File: config.mk
export PLATFORM = sky130hd
export DESIGN_NAME = mda_vram_sequencer
export DESIGN_NICKNAME = d
export VERILOG_FILES = /design/src/rtl/mda_vram_sequencer.sv
export SDC_FILE = /design/constraint.sdc
export NUM_CORES = 1
export LEC_CHECK = 0
export CAP_MARGIN = 20
export CELL_PAD_IN_SITES_DETAIL_PLACEMENT = 1
export CELL_PAD_IN_SITES_GLOBAL_PLACEMENT = 2
export CORE_UTILIZATION = 22
export DETAILED_ROUTE_END_ITERATION = 16
export PLACE_DENSITY_LB_ADDON = 0.1
export SYNTH_ARGS = -nofsm -noshare
export SYNTH_HDL_FRONTEND = slang
export SYNTH_SLANG_ARGS = --single-unit
File: constraint.sdc
create_clock -name clk -period 6.7 [get_ports clk]
set_clock_uncertainty 0.15 [all_clocks]
set_input_delay 0.67 -clock clk [delete_from_list [all_inputs] [get_ports clk]]
set_output_delay 0.67 -clock clk [all_outputs]
set_load 0.01 [all_outputs]
File: src/rtl/mda_vram_sequencer.sv
// MDA character-cell sequencer: 18-clock cell timing, display fetch strobes,
// and a req/ack arbiter that lends the VRAM port to the CPU in non-display slots.
module mda_vram_sequencer (
   input  logic        clk,
   input  logic        reset,
   input  logic [10:0] crtc_addr,
   output logic        crtc_clk,
   output logic [4:0]  clk_seq,
   output logic        vram_read_char,
   output logic        vram_read_att,
   output logic        charrom_read,
   output logic        disp_pipeline,
   output logic [11:0] vram_addr,
   output logic        vram_we,
   output logic [7:0]  vram_wdata,
   input  logic [7:0]  vram_data,
   input  logic        cpu_req,
   input  logic        cpu_we,
   input  logic [11:0] cpu_addr,
   input  logic [7:0]  cpu_wdata,
   output logic        cpu_ack,
   output logic [7:0]  cpu_rdata
);

   // The issue cycle is the PEND cycle that lands in a CPU slot; no separate state.
   typedef enum logic [1:0] {
      ST_IDLE     = 2'd0,
      ST_PEND     = 2'd1,
      ST_COMPLETE = 2'd2
   } cpu_state_t;

   logic [4:0]  seq_r;
   logic [4:0]  seq_next_s;
   logic        char_r;
   logic        att_r;
   logic        rom_r;
   logic        pipe_r;
   logic        crtc_clk_r;
   cpu_state_t  state_r;
   logic        armed_r;
   logic        ack_r;
   logic        issue_we_r;
   logic [7:0]  rdata_r;
   logic        slot_s;
   logic        issue_s;

   // Next cell position, wrapping 17 -> 0
   always_comb begin
      seq_next_s = 5'd0;
      if (seq_r == 5'd17) begin
         seq_next_s = 5'd0;
      end else begin
         seq_next_s = seq_r + 5'd1;
      end
   end

   assign slot_s  = (seq_r >= 5'd2) && (seq_r <= 5'd16);
   assign issue_s = (state_r == ST_PEND) && slot_s;

   // VRAM port mux: attr fetch at seq 1, CPU on its issue cycle, char address otherwise
   always_comb begin
      vram_addr  = {crtc_addr, 1'b0};
      vram_we    = 1'b0;
      vram_wdata = 8'h00;
      if (seq_r == 5'd1) begin
         vram_addr = {crtc_addr, 1'b1};
      end else if (issue_s) begin
         vram_addr  = cpu_addr;
         vram_we    = cpu_we;
         vram_wdata = cpu_wdata;
      end else begin
         vram_addr = {crtc_addr, 1'b0};
      end
   end

   // Cell counter and strobes decoded from the position being entered
   always_ff @(posedge clk or posedge reset) begin
      if (reset) begin
         seq_r      <= 5'd17;
         char_r     <= 1'b0;
         att_r      <= 1'b0;
         rom_r      <= 1'b0;
         pipe_r     <= 1'b0;
         crtc_clk_r <= 1'b0;
      end else begin
         seq_r      <= seq_next_s;
         char_r     <= (seq_next_s == 5'd1);
         att_r      <= (seq_next_s == 5'd2);
         rom_r      <= (seq_next_s == 5'd3);
         pipe_r     <= (seq_next_s == 5'd3);
         crtc_clk_r <= (seq_next_s == 5'd17);
      end
   end

   // CPU handshake: a request is accepted only once per req high-phase
   always_ff @(posedge clk or posedge reset) begin
      if (reset) begin
         state_r    <= ST_IDLE;
         armed_r    <= 1'b1;
         ack_r      <= 1'b0;
         issue_we_r <= 1'b0;
         rdata_r    <= 8'h00;
      end else begin
         ack_r <= 1'b0;
         if (!cpu_req) begin
            armed_r <= 1'b1;
         end else begin
            armed_r <= armed_r;
         end
         case (state_r)
            ST_IDLE: begin
               if (cpu_req && armed_r) begin
                  state_r <= ST_PEND;
                  armed_r <= 1'b0;
               end else begin
                  state_r <= ST_IDLE;
               end
            end
            ST_PEND: begin
               if (issue_s) begin
                  state_r    <= ST_COMPLETE;
                  issue_we_r <= cpu_we;
               end else begin
                  state_r <= ST_PEND;
               end
            end
            ST_COMPLETE: begin
               ack_r   <= 1'b1;
               state_r <= ST_IDLE;
               if (!issue_we_r) begin
                  rdata_r <= vram_data;
               end else begin
                  rdata_r <= rdata_r;
               end
            end
            default: begin
               state_r <= ST_IDLE;
            end
         endcase
      end
   end

   assign clk_seq        = seq_r;
   assign vram_read_char = char_r;
   assign vram_read_att  = att_r;
   assign charrom_read   = rom_r;
   assign disp_pipeline  = pipe_r;
   assign crtc_clk       = crtc_clk_r;
   assign cpu_ack        = ack_r;
   assign cpu_rdata      = rdata_r;

endmodule

After elaboration in Yosys (flattened, before gate mapping) --
Cells that the tools add are included.
Word-level totals: bits in registers 22, bits of input ports 43, output and inout bits 40, logic and storage cells 42
Operators by class: add/sub/neg operators 1, magnitude comparators 2, equal/unequal tests 8, mux-type cells 14, bitwise logic cells 1, reductions and logical operators 6
Operators with widths (number):
- $mux W12 | 2
- $mux W8 | 2
- $eq A5 B1 Y1 const B | 2
- $eq A5 B2 Y1 const B | 2
- $eq A5 B5 Y1 const B | 2
- $mux W1 | 7
- $add A5 B1 Y5 const B | 1
- $ge A5 B2 Y1 const B | 1
- $le A5 B5 Y1 const B | 1
- $mux W5 | 1
- $pmux W2 S2 | 1
- $reduce_and A2 Y1 | 2
- $logic_and A1 B1 Y1 | 3
- $eq A2 B1 Y1 const B | 1
- $eq A2 B2 Y1 const B | 1
- $logic_not A2 Y1 | 1
- $mux W2 | 1
- $not A1 Y1 | 1

Depth between registers and ports, before layout --
word-level depth 5, gate-level depth with buffers 7, depth with buffers taken out 6

Worst setup path before layout --
OpenSTA, ideal clock, no wires.
path type register to output, start point reg seq_r[0] (netlist: clk_seq[0]), end point out vram_addr[10], data arrival time 2.028 ns, required time 5.880 ns, path slack 3.852 ns, cell stages (with the launch flop) 8, path buffers 1, cell sequence dfstp_2 inv_1 ha_1 or4_4 a22oi_2 a31oi_2 buf_6 mux2_4
Between the ends: cells in the longest elaborated chain, start to end 5, elaborated cells between the ends (all ways) 7, classes of those cells 2 x order compare; 1 x eq/ne; 2 x mux; 2 x reduce/logical
Ends and longest elaborated chain:
- from (decl) | RTL line 32 | logic [4:0] seq_r;
- from (signal assigned) | RTL line 86 | seq_r <= seq_next_s;
- $ge A5 B2 Y1 or $le A5 B5 Y1 (tied branches) | RTL line 57 | assign slot_s = (seq_r >= 5'd2) && (seq_r <= 5'd16);
- $logic_and A1 B1 Y1 | RTL line 57
- $logic_and A1 B1 Y1 | RTL line 58 | assign issue_s = (state_r == ST_PEND) && slot_s;
- $mux W12 | RTL line 67 | end else if (issue_s) begin
- $mux W12 (*) | RTL line 65 | if (seq_r == 5'd1) begin
- to (decl) | RTL line 13 | output logic [11:0] vram_addr,
Mark *: on every way between the ends. The rest lies on a longest branch, timed or not.

Worst setup path after layout --
start point reg seq_r[0] (netlist: clk_seq[0]), end point out vram_addr[3]
The elaborated chain is that of the path after synthesis.

==> load_flow_metrics.sql <==
INSERT INTO impl_metrics (metric_group, metric, value, unit) VALUES
('run_status', 'run_status', 'completed', ''),
('worst_setup_path', 'worst-setup-path-type', 'register to output port', ''),
('detailed_routing', 'drtIter0Drc', '21', ''),
('synthesis', 'synth.most_common_cell', 'sky130_fd_sc_hd__dfrtp_1', ''),
('synthesis', 'synth-edff-count', '0', ''),
('synthesis', 'synthesis.area_per_instance', '11.61', 'µm²'),
('grt', 'grt_remaining_overflow', '0', ''),
('clock_network', 'post_cts_resized', '0', ''),
('timing', 'hold_viol', '0', ''),
('worst_hold_path', 'min-delay-path-class', 'register to register', ''),
('synthesis', 'post_synthesis_register_bit_count', '22', ''),
('power', 'cellPowerDensity', '210.0', 'nW/µm²'),
('timing', 'tightest_slew', '818.6', 'ps'),
('clock_network', 'clock_sink_count', '22', ''),
('clock_network', 'numCtsBuffers', '3', ''),
('final_layout', 'fill_cells', '621', ''),
('final_layout', 'area_growth', '71.17', '%'),
('place', 'numPortBuffers', '82', ''),
('floorplanning', 'placeableCoreArea', '5574', 'µm²'),
('synthesis', 'ys_types', '34', ''),
('detailed_routing', 'first_pass_iters', '4', ''),
('detailed_routing', 'dr_vias', '1128', ''),
('detailed_routing', 'detail_route.drc_violations', '0', ''),
('grt', 'grt_antenna_before_repair', '0', ''),
('timing', 'maxSlewHeadroom', '0.4537', ''),
('worst_setup_path', 'timing.critical_path.fanout_max', '11', ''),
('synthesis', 'synthTopCellsByCount', 'sky130_fd_sc_hd__dfrtp_1, sky130_fd_sc_hd__mux2_4, sky130_fd_sc_hd__and2_1, sky130_fd_sc_hd__mux2_2', ''),
('timing', 'final_max_slew_viol_count', '0', ''),
('clock_network', 'tritoncts_clock_tree', 'done', ''),
('detailed_routing', 'postRouteAntennaNets', '0', ''),
('timing', 'peak_freq', '260.6', 'MHz'),
('grt', 'first_global_vias', '1174', ''),
('synthesis', 'synthesis.instances', '111', ''),
('floorplanning', 'die_h', '78.54', 'µm'),
('synthesis', 'ys_async_sr_fraction', '1.000', ''),
('clock_network', 'h-tree-depth', '1', ''),
('detailed_routing', 'avgRoutedWirePerCell', '14.53', 'µm'),
('power', 'vdd.ir_drop.worst', '101.2', 'µV'),
('clock_network', 'worstSkewPairLatency', '260', 'ps'),
('clock_network', 'post_cts_buffers', '0', ''),
('detailed_routing', 'detail_route.wirelength', '3822', 'µm'),
('clock_network', 'clk_path_buf_depth', '2', ''),
('floorplanning', 'boundaryPins', '83', ''),
('worst_setup_path', 'worstPathRequired', '5880', 'ps'),
('synthesis', 'synth_fp_nets', '157', ''),
('place', 'place.gp.congestion', '0.7868', ''),
('synthesis', 'yosys_most_used_dff', 'sky130_fd_sc_hd__dfrtp_1', ''),
('worst_setup_path', 'arrival', '3020', 'ps'),
('place', 'total_half_perimeter_wirelength_after_legalization_and_detailed_placement', '3103', 'µm'),
('timing', 'finalWorstPathRequiredPeriod', '3837', 'ps'),
('final_layout', 'final-instance-count-excl-fill', '263', ''),
('worst_setup_path', 'critical_path_endpoint_category', 'output port', ''),
('timing', 'min_period_over_period', '0.5727', ''),
('detailed_routing', 'via_count_normalized_by_instance_count', '4.289', ''),
('floorplanning', 'starting_utilization_of_the_core_area', '0.2312', ''),
('timing', 'final.setup.tns', '0', 'ps'),
('timing', 'final_setup_slack_of_the_worst_path', '2863', 'ps'),
('power', 'leakagePower', '0.8891', 'nW'),
('clock_network', 'cts_hold_buf', '0', ''),
('floorplanning', 'die_w', '78.54', 'µm'),
('synthesis', 'yosysTopAreaCellShare', '0.3689', ''),
('grt', 'grt_max_degree', '23', ''),
('synthesis', 'post_synth_top_area_cell', 'sky130_fd_sc_hd__dfrtp_1', ''),
('flow_run', 'max_cap_violations', '0', ''),
('final_layout', 'diodes', '0', ''),
('timing', 'worst_hold_slack', '333.0', 'ps'),
('place', 'numPlacedInstances', '259', ''),
('grt', 'wire_length_of_the_first_global_routing_pass', '6065', 'µm'),
('grt', 'gr-usage-all-layers', '0.1260', ''),
('synthesis', 'post_synth_instance_area', '1289', 'µm²'),
('synthesis', 'ys_top_cells_by_area', 'sky130_fd_sc_hd__dfrtp_1, sky130_fd_sc_hd__mux2_4, sky130_fd_sc_hd__mux2_2, sky130_fd_sc_hd__dfstp_2, sky130_fd_sc_hd__and2_1', '');
[area by class of cell]
cell class                 instances  area [µm²]  area share
sequential                        22       554.3      0.2513
timing repair buffer              83       835.8      0.3789
multi-input combinational         76       648.1      0.2938
tap                               72       90.09     0.04084
clock buffer                       4       55.05     0.02496
inverter                           6       22.52     0.01021
[cell usage in the layout (no fill, tap or decap)]
master and count:
sky130_fd_sc_hd__a31oi_1 3, sky130_fd_sc_hd__and4_2 1, sky130_fd_sc_hd__a31oi_2 1, sky130_fd_sc_hd__nand3_1 1, sky130_fd_sc_hd__a21oi_1 4, sky130_fd_sc_hd__inv_1 6, sky130_fd_sc_hd__dfstp_2 3, sky130_fd_sc_hd__clkdlybuf4s50_1 82
sky130_fd_sc_hd__nor3b_1 2, sky130_fd_sc_hd__nor2_1 3, sky130_fd_sc_hd__or4_4 1, sky130_fd_sc_hd__mux2i_1 1, sky130_fd_sc_hd__nand2b_1 2, sky130_fd_sc_hd__a22oi_2 1, sky130_fd_sc_hd__clkbuf_8 4, sky130_fd_sc_hd__dfrtp_1 19
sky130_fd_sc_hd__or2_2 1, sky130_fd_sc_hd__mux2_4 11, sky130_fd_sc_hd__a32o_1 1, sky130_fd_sc_hd__or4_1 1, sky130_fd_sc_hd__nand3b_1 1, sky130_fd_sc_hd__and2_1 9, sky130_fd_sc_hd__o21ba_2 1, sky130_fd_sc_hd__xnor2_1 2
sky130_fd_sc_hd__mux2_2 9, sky130_fd_sc_hd__nand2_1 6, sky130_fd_sc_hd__nor3_1 4, sky130_fd_sc_hd__ha_1 3, sky130_fd_sc_hd__nor2b_1 2, sky130_fd_sc_hd__buf_8 1, sky130_fd_sc_hd__o21ai_0 2, sky130_fd_sc_hd__a221oi_1 1
sky130_fd_sc_hd__and3_1 1, sky130_fd_sc_hd__nor4bb_1 1
[routing by layer]
metal | wire (µm) | up-vias | share of wire | track usage
met2 | 2208 | 25 | 0.58 | 0.2417
met1 | 1516 | 558 | 0.40 | 0.1410
met3 | 82 | 2 | 0.021 | 0.02442
li1 | - | 543 | - | -
met4 | 14 | 0 | 0.0037 | 0.02778
met5 | 0 | - | 0 | 0
[path summary, 6_finish.rpt]
check	startpoint	end	slack, ps	depth (start not counted)
worst max-delay path	clk_seq[0]	vram_addr[3]	2860	8
worst min-delay path	armed_r	armed_r	330	2
worst max register to register	clk_seq[0]	issue_we_r	4490	5
worst min register to register	armed_r	armed_r	330	2
max in group asynchronous	reset	cpu_rdata[5]	5160	2
min in group asynchronous	reset	disp_pipeline	730	2
[per-stage QoR]
step                      instance area, µm²  power (W)
after floorplan                         1289  0.0002646
after global placement                  2136  0.0003702
after detailed placement                2151  0.0003775
after CTS                               2206  0.0004720
after global routing                    2206  0.0004921
final                                   2206  0.0004631
[cell families (layout without fill, tap and decap cells)]
group	count (synthesis)	after routing	share of synthesized area
flip-flops	22	22	0.4301
buffers and inverters	13	93	0.06698
AND/OR/NAND/NOR	36	36	0.1660
adder cells (fa/ha/maj)	3	3	0.02913
AO/OA/AOI/OAI	14	14	0.07961
multiplexers	21	21	0.2146
XOR/XNOR	2	2	0.01359
[flip-flops by register name, indices dropped and copies added (netlist names)]
signal and flops:
armed_r 1, clk_seq 5, cpu_ack 1, cpu_rdata 8, crtc_clk 1, disp_pipeline 1
issue_we_r 1, state_r 2, vram_read_att 1, vram_read_char 1
[critical path, cell delays in order (launching register included)]
cell	delay (ps)
sky130_fd_sc_hd__dfstp_2	670
sky130_fd_sc_hd__inv_1	70
sky130_fd_sc_hd__ha_1	190
sky130_fd_sc_hd__or4_4	430
sky130_fd_sc_hd__a22oi_2	230
sky130_fd_sc_hd__a31oi_2	140
sky130_fd_sc_hd__buf_8	230
sky130_fd_sc_hd__mux2_4	300
sky130_fd_sc_hd__clkdlybuf4s50_1	490
[power breakdown]
group / internal, W / leakage [nW] / switching, W
registers: 0.000164 / 0.266 / 0.0000152
clock network: 0.0000523 / 0.0288 / 0.0000401
logic: 0.000129 / 0.595 / 0.0000625
Note: power is estimated with default switching activity, not from simulation.
